==> config.mk <==
export PLATFORM = sky130hd
export DESIGN_NAME = router_fsm
export DESIGN_NICKNAME = d
export VERILOG_FILES = /design/src/rtl/router_pkg.sv /design/src/rtl/router_fsm.sv
export SDC_FILE = /design/constraint.sdc
export NUM_CORES = 1
export LEC_CHECK = 0
export BUFFER_PORTS_ARGS = -buffer_cell sky130_fd_sc_hd__buf_2
export CAP_MARGIN = 20
export CORE_AREA = 2 2 39 41
export CTS_CLUSTER_DIAMETER = 150
export DETAILED_ROUTE_END_ITERATION = 6
export DIE_AREA = 0 0 41 43
export PLACE_DENSITY_LB_ADDON = 0.3
export SLEW_MARGIN = 25
export SYNTH_ARGS = -nofsm -noshare
export SYNTH_HDL_FRONTEND = slang
export SYNTH_SLANG_ARGS = --single-unit
==> constraint.sdc <==
create_clock -name clock -period 1.7 [get_ports clock]
set_input_delay 0.17 -clock clock [delete_from_list [all_inputs] [get_ports clock]]
set_output_delay 0.17 -clock clock [all_outputs]
set_load 0.05 [all_outputs]
==> src/rtl/router_pkg.sv <==
// Shared constants and state encoding for the 1x3 router packet controller.
package router_pkg;

  localparam int unsigned ADDR_W    = 2;
  localparam int unsigned NUM_PORTS = 3;

  localparam logic [ADDR_W-1:0] ADDR_INVALID = ADDR_W'(3);

  typedef enum logic [2:0] {
    DECODE_ADDRESS     = 3'd0,
    LOAD_FIRST_DATA    = 3'd1,
    LOAD_DATA          = 3'd2,
    LOAD_PARITY        = 3'd3,
    FIFO_FULL_STATE    = 3'd4,
    LOAD_AFTER_FULL    = 3'd5,
    WAIT_TILL_EMPTY    = 3'd6,
    CHECK_PARITY_ERROR = 3'd7
  } state_t;

endpackage

==> src/rtl/router_fsm.sv <==
// Packet-level controller for the 1x3 router: header decode, payload load,
// FIFO-full stall and parity check, with Moore strobes to router_reg.
module router_fsm
  import router_pkg::*;
(
  input  logic                 clock,
  input  logic                 reset,
  input  logic                 pkt_valid,
  input  logic [ADDR_W-1:0]    data_in,
  input  logic                 fifo_full,
  input  logic [NUM_PORTS-1:0] fifo_empty,
  input  logic [NUM_PORTS-1:0] soft_reset,
  input  logic                 parity_done,
  input  logic                 low_packet_valid,
  output logic                 detect_add,
  output logic                 lfd_state,
  output logic                 ld_state,
  output logic                 laf_state,
  output logic                 full_state,
  output logic                 rst_int_reg,
  output logic                 write_enb_reg,
  output logic                 busy
);

  localparam int unsigned ADDR_SPACE = 1 << ADDR_W;

  state_t                 state;
  state_t                 state_next;
  logic [ADDR_W-1:0]      addr_q;
  logic [ADDR_SPACE-1:0]  empty_ext;
  logic [ADDR_SPACE-1:0]  soft_ext;
  logic                   addr_ok;
  logic                   sel_empty;
  logic                   soft_hit;

  // Pad per-port flags to the full address space so the invalid address reads as 0.
  assign empty_ext = ADDR_SPACE'(fifo_empty);
  assign soft_ext  = ADDR_SPACE'(soft_reset);
  assign addr_ok   = pkt_valid && (data_in != ADDR_INVALID);
  assign sel_empty = (state == DECODE_ADDRESS) ? empty_ext[data_in] : empty_ext[addr_q];
  assign soft_hit  = soft_ext[addr_q];

  always_ff @(posedge clock) begin
    if (reset) begin
      state <= DECODE_ADDRESS;
    end else begin
      state <= state_next;
    end
  end

  // Destination is captured only when a valid header is accepted.
  always_ff @(posedge clock) begin
    if (reset) begin
      addr_q <= '0;
    end else if (state == DECODE_ADDRESS && addr_ok) begin
      addr_q <= data_in;
    end
  end

  always_comb begin
    state_next    = state;
    detect_add    = 1'b0;
    lfd_state     = 1'b0;
    ld_state      = 1'b0;
    laf_state     = 1'b0;
    full_state    = 1'b0;
    rst_int_reg   = 1'b0;
    write_enb_reg = 1'b0;
    busy          = 1'b0;

    if (soft_hit && state != DECODE_ADDRESS) begin
      state_next = DECODE_ADDRESS;
    end else begin
      case (state)
        DECODE_ADDRESS: begin
          if (addr_ok) begin
            state_next = sel_empty ? LOAD_FIRST_DATA : WAIT_TILL_EMPTY;
          end
        end
        WAIT_TILL_EMPTY: begin
          if (sel_empty) begin
            state_next = LOAD_FIRST_DATA;
          end
        end
        LOAD_FIRST_DATA: state_next = LOAD_DATA;
        LOAD_DATA: begin
          if (fifo_full) begin
            state_next = FIFO_FULL_STATE;
          end else if (!pkt_valid) begin
            state_next = LOAD_PARITY;
          end
        end
        FIFO_FULL_STATE: begin
          if (!fifo_full) begin
            state_next = LOAD_AFTER_FULL;
          end
        end
        LOAD_AFTER_FULL: begin
          if (parity_done) begin
            state_next = DECODE_ADDRESS;
          end else if (low_packet_valid) begin
            state_next = LOAD_PARITY;
          end else begin
            state_next = LOAD_DATA;
          end
        end
        LOAD_PARITY: state_next = CHECK_PARITY_ERROR;
        CHECK_PARITY_ERROR: begin
          state_next = fifo_full ? FIFO_FULL_STATE : DECODE_ADDRESS;
        end
        default: state_next = DECODE_ADDRESS;
      endcase
    end

    // Moore output decode from the current state only.
    case (state)
      DECODE_ADDRESS: detect_add = 1'b1;
      LOAD_FIRST_DATA: begin
        lfd_state     = 1'b1;
        write_enb_reg = 1'b1;
        busy          = 1'b1;
      end
      LOAD_DATA: begin
        ld_state      = 1'b1;
        write_enb_reg = 1'b1;
      end
      LOAD_PARITY: begin
        write_enb_reg = 1'b1;
        busy          = 1'b1;
      end
      FIFO_FULL_STATE: begin
        full_state = 1'b1;
        busy       = 1'b1;
      end
      LOAD_AFTER_FULL: begin
        laf_state     = 1'b1;
        write_enb_reg = 1'b1;
        busy          = 1'b1;
      end
      WAIT_TILL_EMPTY: busy = 1'b1;
      CHECK_PARITY_ERROR: begin
        rst_int_reg = 1'b1;
        busy        = 1'b1;
      end
      default: detect_add = 1'b1;
    endcase
  end

endmodule

# ---- Yosys cells after proc, flatten, opt, wreduce, memory -nomap -nowiden
# Cells that the tools add are included.
dict set report word_totals {
  ff_bits 5
  in_bits 14
  out_inout_bits 8
  word_cells 50
}
dict set report op_classes {
  n_lt_le_gt_ge 2
  eq_ne 12
  muxes 25
  n_reduce_logical 9
}
# operator count
set ops {}
lappend ops {{3-bit case mux with 8 select lines} 1}
lappend ops {{3-bit two-way mux} 7}
lappend ops {{1-bit two-way mux} 13}
lappend ops {{3-bit == test, second input constant} 4}
lappend ops {{2-bit != test, second input constant} 4}
lappend ops {{1-bit binary-select mux with 2-bit select} 3}
lappend ops {{3-bit by 2-bit == test with 1-bit output, second input constant} 2}
lappend ops {{2-bit by 3-bit < comparator with 1-bit output, second input constant} 2}
lappend ops {{6-bit OR reduction} 1}
lappend ops {{4-bit AND reduction} 1}
lappend ops {{4-bit OR reduction} 1}
lappend ops {{3-bit by 1-bit == test with 1-bit output, second input constant} 1}
lappend ops {{1-bit logical AND} 3}
lappend ops {{3-bit logical NOT} 1}
lappend ops {{3-bit != test, second input constant} 1}
lappend ops {{3-bit nonzero test} 1}
lappend ops {{2-bit two-way mux} 1}
lappend ops {{2-bit OR reduction} 1}

# ---- Logic depth before layout (Yosys ltp)
# Gate-level depths: netlist (run 1).
dict set report logic_depth {
  ltp_word 6
  ltp_mapped 7
}

# ---- Worst setup path before layout (run 1)
# OpenSTA, ideal clock, no wires.
dict set report synth_path {
  kind {register to register}
  start {register state[0]}
  end {register state[0]}
  arrival_ns 1.950
  slack_ns -0.379
  stages_incl_launch_ff 5
  n_path_buf 0
  period_less_slack_ns 2.079
  cell_sequence {dfxtp_1 inv_2 nor3_1 a311o_1 a211oi_1}
}
dict set report synth_between {
  elab_chain_cells 5
}
# item line_no
set synth_lines {}
lappend synth_lines {{start: declaration} router_fsm.sv:27} ;# state_t state;
lappend synth_lines {{start signal: assignment} router_fsm.sv:47} ;# state <= state_next;
lappend synth_lines {{3-bit logical NOT} {router_fsm.sv:40, router_fsm.sv:74}}
lappend synth_lines {{1-bit two-way mux} router_fsm.sv:40} ;# assign sel_empty = (state == DECODE_ADDRESS) ? empty_ext[data_in] : empty_ext[addr_q];
lappend synth_lines {{3-bit two-way mux} router_fsm.sv:77} ;# state_next = sel_empty ? LOAD_FIRST_DATA : WAIT_TILL_EMPTY;
lappend synth_lines {{3-bit two-way mux} router_fsm.sv:76} ;# if (addr_ok) begin
lappend synth_lines {{3-bit case mux with 8 select lines} router_fsm.sv:74} ;# case (state)
# Parallel ways exist; a longest one is shown, timed or not. The select of a mux whose other input is x is not followed.
# A chain may end at the register's enable or synchronous reset.

# ---- Worst setup path after layout (run 1)
dict set report layout_path {
  start {register state[1]}
  end {output port rst_int_reg}
}
dict set report layout_between {
  elab_chain_cells 2
}
# item line_no
set layout_lines {}
lappend layout_lines {{3-bit == test} router_fsm.sv:116} ;# case (state)
lappend layout_lines {{1-bit two-way mux} router_fsm.sv:116}
lappend layout_lines {{end: declaration} router_fsm.sv:20} ;# output logic rst_int_reg,
# Every way passes these cells.

==> results of run 1 <==
-- path summary, 6_finish.rpt --
kind	from	endpoint	slack (ns)	depth (start not counted)
hold reg to reg	addr_q[1]	addr_q[1]	0.51	2
setup reg to reg	state[1]	state[2]	0.17	5
setup / recovery	state[1]	rst_int_reg	0.12	3
hold / removal	reset	addr_q[1]	0.13	2
-- report_power, final --
group | internal (uW) | switching (uW)
clock network | 88.7 | 48.2
logic | 247 | 585
registers | 156 | 83.9
total | 491 | 717
-- cells in the mapped netlist (all sizes together) --
library cell  count  area (sq um)
nand3             3          15.0
nand3b            2          15.0
maj3              1          10.0
a311o             1          10.0
nand2             9          33.8
a21o              1          7.51
nor4b             1          15.0
nor3              5          25.0
buf               2          16.3
a21boi            1          7.51
a31oi             1          6.26
o21ai             4          20.0
a21oi             6          33.8
o221ai            2          23.8
mux2i             5          50.1
inv               6          27.5
o2111ai           1          8.76
dfxtp             5           100
nor2              2          10.0
a211oi            1          7.51
-- area by class of cell --
| type | instances | area (sq um) | share of cell area |
|---|---|---|---|
| Inverter | 6 | 27.5 | 0.0464 |
| Tap cell | 16 | 20.0 | 0.0338 |
| Sequential cell | 5 | 100 | 0.169 |
| Timing Repair Buffer | 22 | 113 | 0.190 |
| Multi-Input combinational cell | 46 | 307 | 0.517 |
| Clock buffer | 4 | 26.3 | 0.0443 |
-- sequential cells by signal (all words and copies together), names as in the netlist --
signal / count
state: 3
addr_q: 2
-- stage by stage --
step	total power, uW	setup slack [ns]	hold slack (ns)	std cells
6_report	1210	0.117	0.126	99
5_1_grt	1290	0.0500	0.121	99
4_1_cts	1220	0.130	0.120	99
3_5_place_dp	1080	0.181	0.376	95
3_3_place_gp	1070	0.212	0.379	95
2_1_floorplan	921	-0.0915	0.239	59
-- worst max-delay path, cell delays in order (launching register included) --
cell	delay [ns]
dfxtp_1	0.56
inv_6	0.07
nor3_2	0.23
buf_2	0.30
-- metal layers --
layer,part of all wire,vias to the layer above
met4,0,0
met1,0.45,220
met3,0.10,0
li1,-,266
met5,0,-
met2,0.45,19
-- cells by family after synthesis --
logic type | after synthesis | synth area share
DFF | 5 | 0.226
and+or+nand+nor | 22 | 0.257
buffers and inverters | 8 | 0.0989
muxes | 5 | 0.113
AOI/OAI and AO/OA | 18 | 0.282
adders and majority gates | 1 | 0.0226
==> qor.csv, run 1 <==
stage,metric,value,unit
run_status,status,finished clean,
power,cell leakage power,0.000262,uW
routing,drt initial violations,2,
finish,final net count,98,
sta,RSZ-0062 raised after global routing,false,
clocking,Skew-Pair Late Insertion Delay,0.24,ns
synthesis,Syn Std Cell Area,443,sq um
synthesis,synthesized flop and latch total,5,
clocking,CTS tree,yes,
worst_setup_path,Crit Path Max Fanout,9,
grt,Total GRT Usage,0.133,
grt,largest net degree at the start of global routing,10,
synthesis,synth warn,0,
die,die area,1760,sq um
synthesis,sequential share of the synthesized area,0.226,
grt,met2 usage,0.203,
grt,global-route wire length before repair,1590,microns
placed_design,Placed Area,567,sq um
job,Max Cap Violations,0,
routing,detailed-route wire length,1090,microns
clocking,htree depth,1,
grt,grt ovf,0,
sta,final setup vio count,0,
die,die height,43,microns
worst_setup_path,Crit path arrival time,1.41,ns
finish,# fillers,151,
routing,DRT Pass-1 Iters,4,
die,Initial Util,0.320,
worst_setup_path,startpoint types,register,
clocking,clock sinks,5,
grt,grt met1 use,0.158,
die,CORE AREA,1380,sq um
hold_path,Min-Delay Path Class,input pin to register,
die,Die Width,41,microns
sta,Slew Limit Fails,0,
sta,Final Hold Fails,0,
clocking,hold-fix buffers at CTS,0,
placed_design,routability cong.,0.762,
routing,wire length per cell,11.1,microns
power,Peak VDD IR,0.830,mV
grt,initial antenna violation count,0,
synthesis,cells after synthesis,59,
worst_setup_path,WS Path Type,register to primary output,
routing,via density per instance,5.10,
routing,routed via count,505,
grt,Most Crowded Layer GR,met2,
finish,most frequent cells in the layout,"buf_2, nand2_1, a21oi_1, mux2i_1, dfxtp_1",
worst_setup_path,crit end category,primary output,
die,cell row count,14,
power,PwrDens,2040,nW/um^2
placed_design,I/O Buffers,21,
finish,layout cell share with drive strength beyond 1,0.422,
synthesis,post-synthesis area per instance,7.51,sq um
clocking,maximum clock path buffer count,2,
clocking,root buf cell,clkbuf_4,
sta,Fin Clk Skew,0.00222,ns
finish,P&R area growth vs syn,33.9,%
synthesis,post-synth net total,73,
sta,final setup TNS,0,ns
grt,met3 usage,0.0785,
clocking,"CTS clk-pin slew, worst paths",0.04,ns
sta,share of the clock period used by the worst path after layout,0.931,
sta,minimum clock period,1.58,ns
worst_setup_path,CP Data Required Time,1.53,ns
placed_design,DP Wirelength,884,microns
sta,worst-margin pin slew,0.411,ns
synthesis,count of cell types in the netlist,27,
finish,Ant. Diodes,0,
sta,f_max,0.632,GHz
finish,final core occ,0.429,
routing,DRC viols,0,
grt,number of global-route vias before repair,420,
die,IO Pins,22,
clocking,cts repair resizes,0,
clocking,postcts setup bufs,0,
finish,"commonest non-fill, non-tap cell in the layout",buf_2,
sta,Rel. slew slack,0.725,
finish,fin area,593,sq um
routing,DRT antenna net count,0,
clocking,CTS Buf Count,3,
Note: power is estimated with default switching activity, not from simulation.
==> run 2: changes to the inputs <==
--- a/config.mk
+++ b/config.mk
@@ -7,10 +7,11 @@
 export LEC_CHECK = 0
 export BUFFER_PORTS_ARGS = -buffer_cell sky130_fd_sc_hd__buf_2
 export CAP_MARGIN = 20
-export CORE_AREA = 2 2 39 41
+export CELL_PAD_IN_SITES_DETAIL_PLACEMENT = 1
+export CELL_PAD_IN_SITES_GLOBAL_PLACEMENT = 1
+export CORE_UTILIZATION = 29
 export CTS_CLUSTER_DIAMETER = 150
 export DETAILED_ROUTE_END_ITERATION = 6
-export DIE_AREA = 0 0 41 43
 export PLACE_DENSITY_LB_ADDON = 0.3
 export SLEW_MARGIN = 25
 export SYNTH_ARGS = -nofsm -noshare
==> run 2 against run 1 <==
Compared with the run above: first-iteration DRC count rose to 2.5 times the previous value; utilization rose by 0.46 points; critical path depth did not move; combinational power rose by 2%; critical endpoint unchanged.
==> qor.csv, run 2 (synthesis gave the netlist of run 1 again) <==
stage,metric,value,unit,change
run_status,status,finished clean,,
clocking,htree depth,1,,unchanged
placed_design,I/O Buffers,21,,unchanged
worst_setup_path,FF-to-FF End,state[1],,
hold_path,Min-Delay Startpoint,reset,,
grt,largest net degree at the start of global routing,10,,unchanged
worst_setup_path,worst r2r src,state[1],,
worst_setup_path,WP depth,3,,unchanged
clocking,hold-fix buffers at CTS,0,,unchanged
clocking,root buf cell,clkbuf_4,,
grt,initial antenna violation count,0,,unchanged
finish,layout cell share with drive strength beyond 1,0.422,,unchanged
die,Initial Util,0.324,,+0.00410
sta,share of the clock period used by the worst path after layout,0.933,,+0.00209
finish,most frequent cells in the layout,"buf_2, nand2_1, a21oi_1, mux2i_1, dfxtp_1",,
worst_setup_path,crit path buf inv count,2,,unchanged
sta,RSZ-0062 raised after global routing,false,,
worst_setup_path,startpoint types,register,,
grt,Total GRT Usage,0.164,,+0.0318
clocking,"CTS clk-pin slew, worst paths",0.04,ns,about the same
placed_design,DP Cell Count,94,,-1.1%
worst_setup_path,FF-to-FF setup slack,0.16,ns,about the same
worst_setup_path,Crit Path Max Fanout,9,,unchanged
finish,final net count,98,,unchanged
clocking,maximum clock path buffer count,2,,unchanged
routing,via density per instance,5.23,,+2.6%
clocking,Skew-Pair Late Insertion Delay,0.24,ns,about the same
routing,routed via count,513,,+1.6%
routing,wire length per cell,12.4,microns,+12%
finish,"commonest non-fill, non-tap cell in the layout",buf_2,,
grt,grt ovf,0,,unchanged
finish,# fillers,197,,+30%
worst_setup_path,crit-path leading delay family,flip-flops,,
finish,P&R area growth vs syn,33.6,%,
finish,most flop-heavy register,state,,
finish,Reg area,100,sq um,unchanged
worst_setup_path,Max stage delay on crit path,0.58,ns,+0.02 ns
clocking,clock sinks,5,,unchanged
die,die height,41.1,microns,-4.5%
worst_setup_path,Crit path arrival time,1.42,ns,about the same
worst_setup_path,R2R depth,5,,unchanged
finish,Ant. Diodes,0,,unchanged
worst_setup_path,crit end category,primary output,,
routing,DRT antenna net count,0,,unchanged
routing,drt initial violations,5,,+3
die,die area,1690,sq um,-4.3%
clocking,cts repair resizes,0,,unchanged
hold_path,Hold Path Sink,addr_q[0],,
placed_design,routability cong.,0.780,,+2.3%
finish,non-filler instance count after layout,98,,-1.0%
die,Die Width,41.1,microns,+0.20%
placed_design,DP Wirelength,998,microns,+13%
finish,area of the multi-input gates,307,sq um,unchanged
finish,max reg flops,3,,unchanged
job,Max Cap Violations,0,,unchanged
sta,worst-margin pin slew,0.437,ns,+0.0261 ns
hold_path,hold depth,2,,unchanged
routing,detailed-route wire length,1220,microns,+11%
sta,Slew Limit Fails,0,,unchanged
placed_design,Place WS,0.173,ns,-0.00827 ns
power,Peak VDD IR,0.673,mV,-19%
worst_setup_path,Slowest cell on crit path,dfxtp_1,,
clocking,postcts setup bufs,0,,unchanged
worst_setup_path,WS Path Type,register to primary output,,
die,IO Pins,22,,unchanged
sta,Rel. slew slack,0.708,,-0.0175
power,PwrDens,2060,nW/um^2,+1.1%
sta,setup slack after layout,0.114,ns,-0.00355 ns
grt,global-route wire length before repair,1780,microns,+12%
worst_setup_path,CP cell instances,inv_6 -> nor3_2 -> buf_2,,
routing,DRC viols,0,,unchanged
hold_path,Min-Delay Path Class,input pin to register,,
clocking,CTS Buf Count,3,,unchanged
sta,Fin Clk Skew,0.000400,ns,-0.00182 ns
worst_setup_path,CP Data Required Time,1.53,ns,about the same
finish,biggest regs,"state (3), addr_q (2)",,
sta,minimum clock period,1.59,ns,+0.00355 ns
sta,final setup vio count,0,,unchanged
sta,Final Hold Fails,0,,unchanged
power,cell leakage power,0.000262,uW,unchanged
die,CORE AREA,1370,sq um,-1.3%
sta,f_max,0.630,GHz,-0.22%
clocking,CTS tree,yes,,
die,cell row count,13,,-1
grt,number of global-route vias before repair,424,,+0.95%
sta,final setup TNS,0,ns,unchanged
routing,DRT Pass-1 Iters,4,,unchanged
## run 2: cell counts in the layout (fill, tap and decap cells not counted)
Identical to the previous run, type by type.
## run 2: how the worst max path moves through the flow
stage               startpoint     endpoint  slack, ns
floorplan             state[0]    laf_state      -0.09
global placement      state[1]     state[2]       0.22
detailed placement    state[1]     state[1]       0.17
CTS                   state[1]  rst_int_reg       0.11
global route          state[1]   detect_add       0.01
finish                state[1]  rst_int_reg       0.11
## run 2: routing by layer
metal	GRT usage	routed length (microns)	share of wire
met1	0.203	606	0.50
met2	0.270	534	0.44
met3	0.0815	75	0.062
met4	0	0	0
met5	0	0	0
## run 2: final cells by class
| type | count | area share |
|---|---|---|
| tap | 15 | 0.0317 |
| sequential | 5 | 0.169 |
| clock buffer | 4 | 0.0444 |
| timing repair buffer | 22 | 0.190 |
| inverter | 6 | 0.0465 |
| multi-input combinational | 46 | 0.518 |
## run 2: per-stage QoR
step	utilization	power, uW	hold slack, ns	instance area [sq um]
after floorplan	-	921	0.239	450
after global placement	0.414	1080	0.376	566
after detailed placement	0.414	1080	0.378	566
after CTS	0.433	1230	0.122	592
after global routing	0.433	1310	0.136	592
final	0.433	1220	0.132	592
## run 2: worst reg2reg max path, delay by kind of cell, from the launching register on
family                 cells  cell delay (ns)
AOI/OAI and AO/OA          2             0.33
and+or+nand+nor            1             0.28
buffers and inverters      1             0.08
DFF                        1             0.58
muxes                      1             0.20
## run 2: power by group
group	internal, uW	switching [uW]	total (uW)
Sequential	156	83.8	240
Clock	88.6	46.0	135
Combinational	247	597	844
Total	492	726	1220
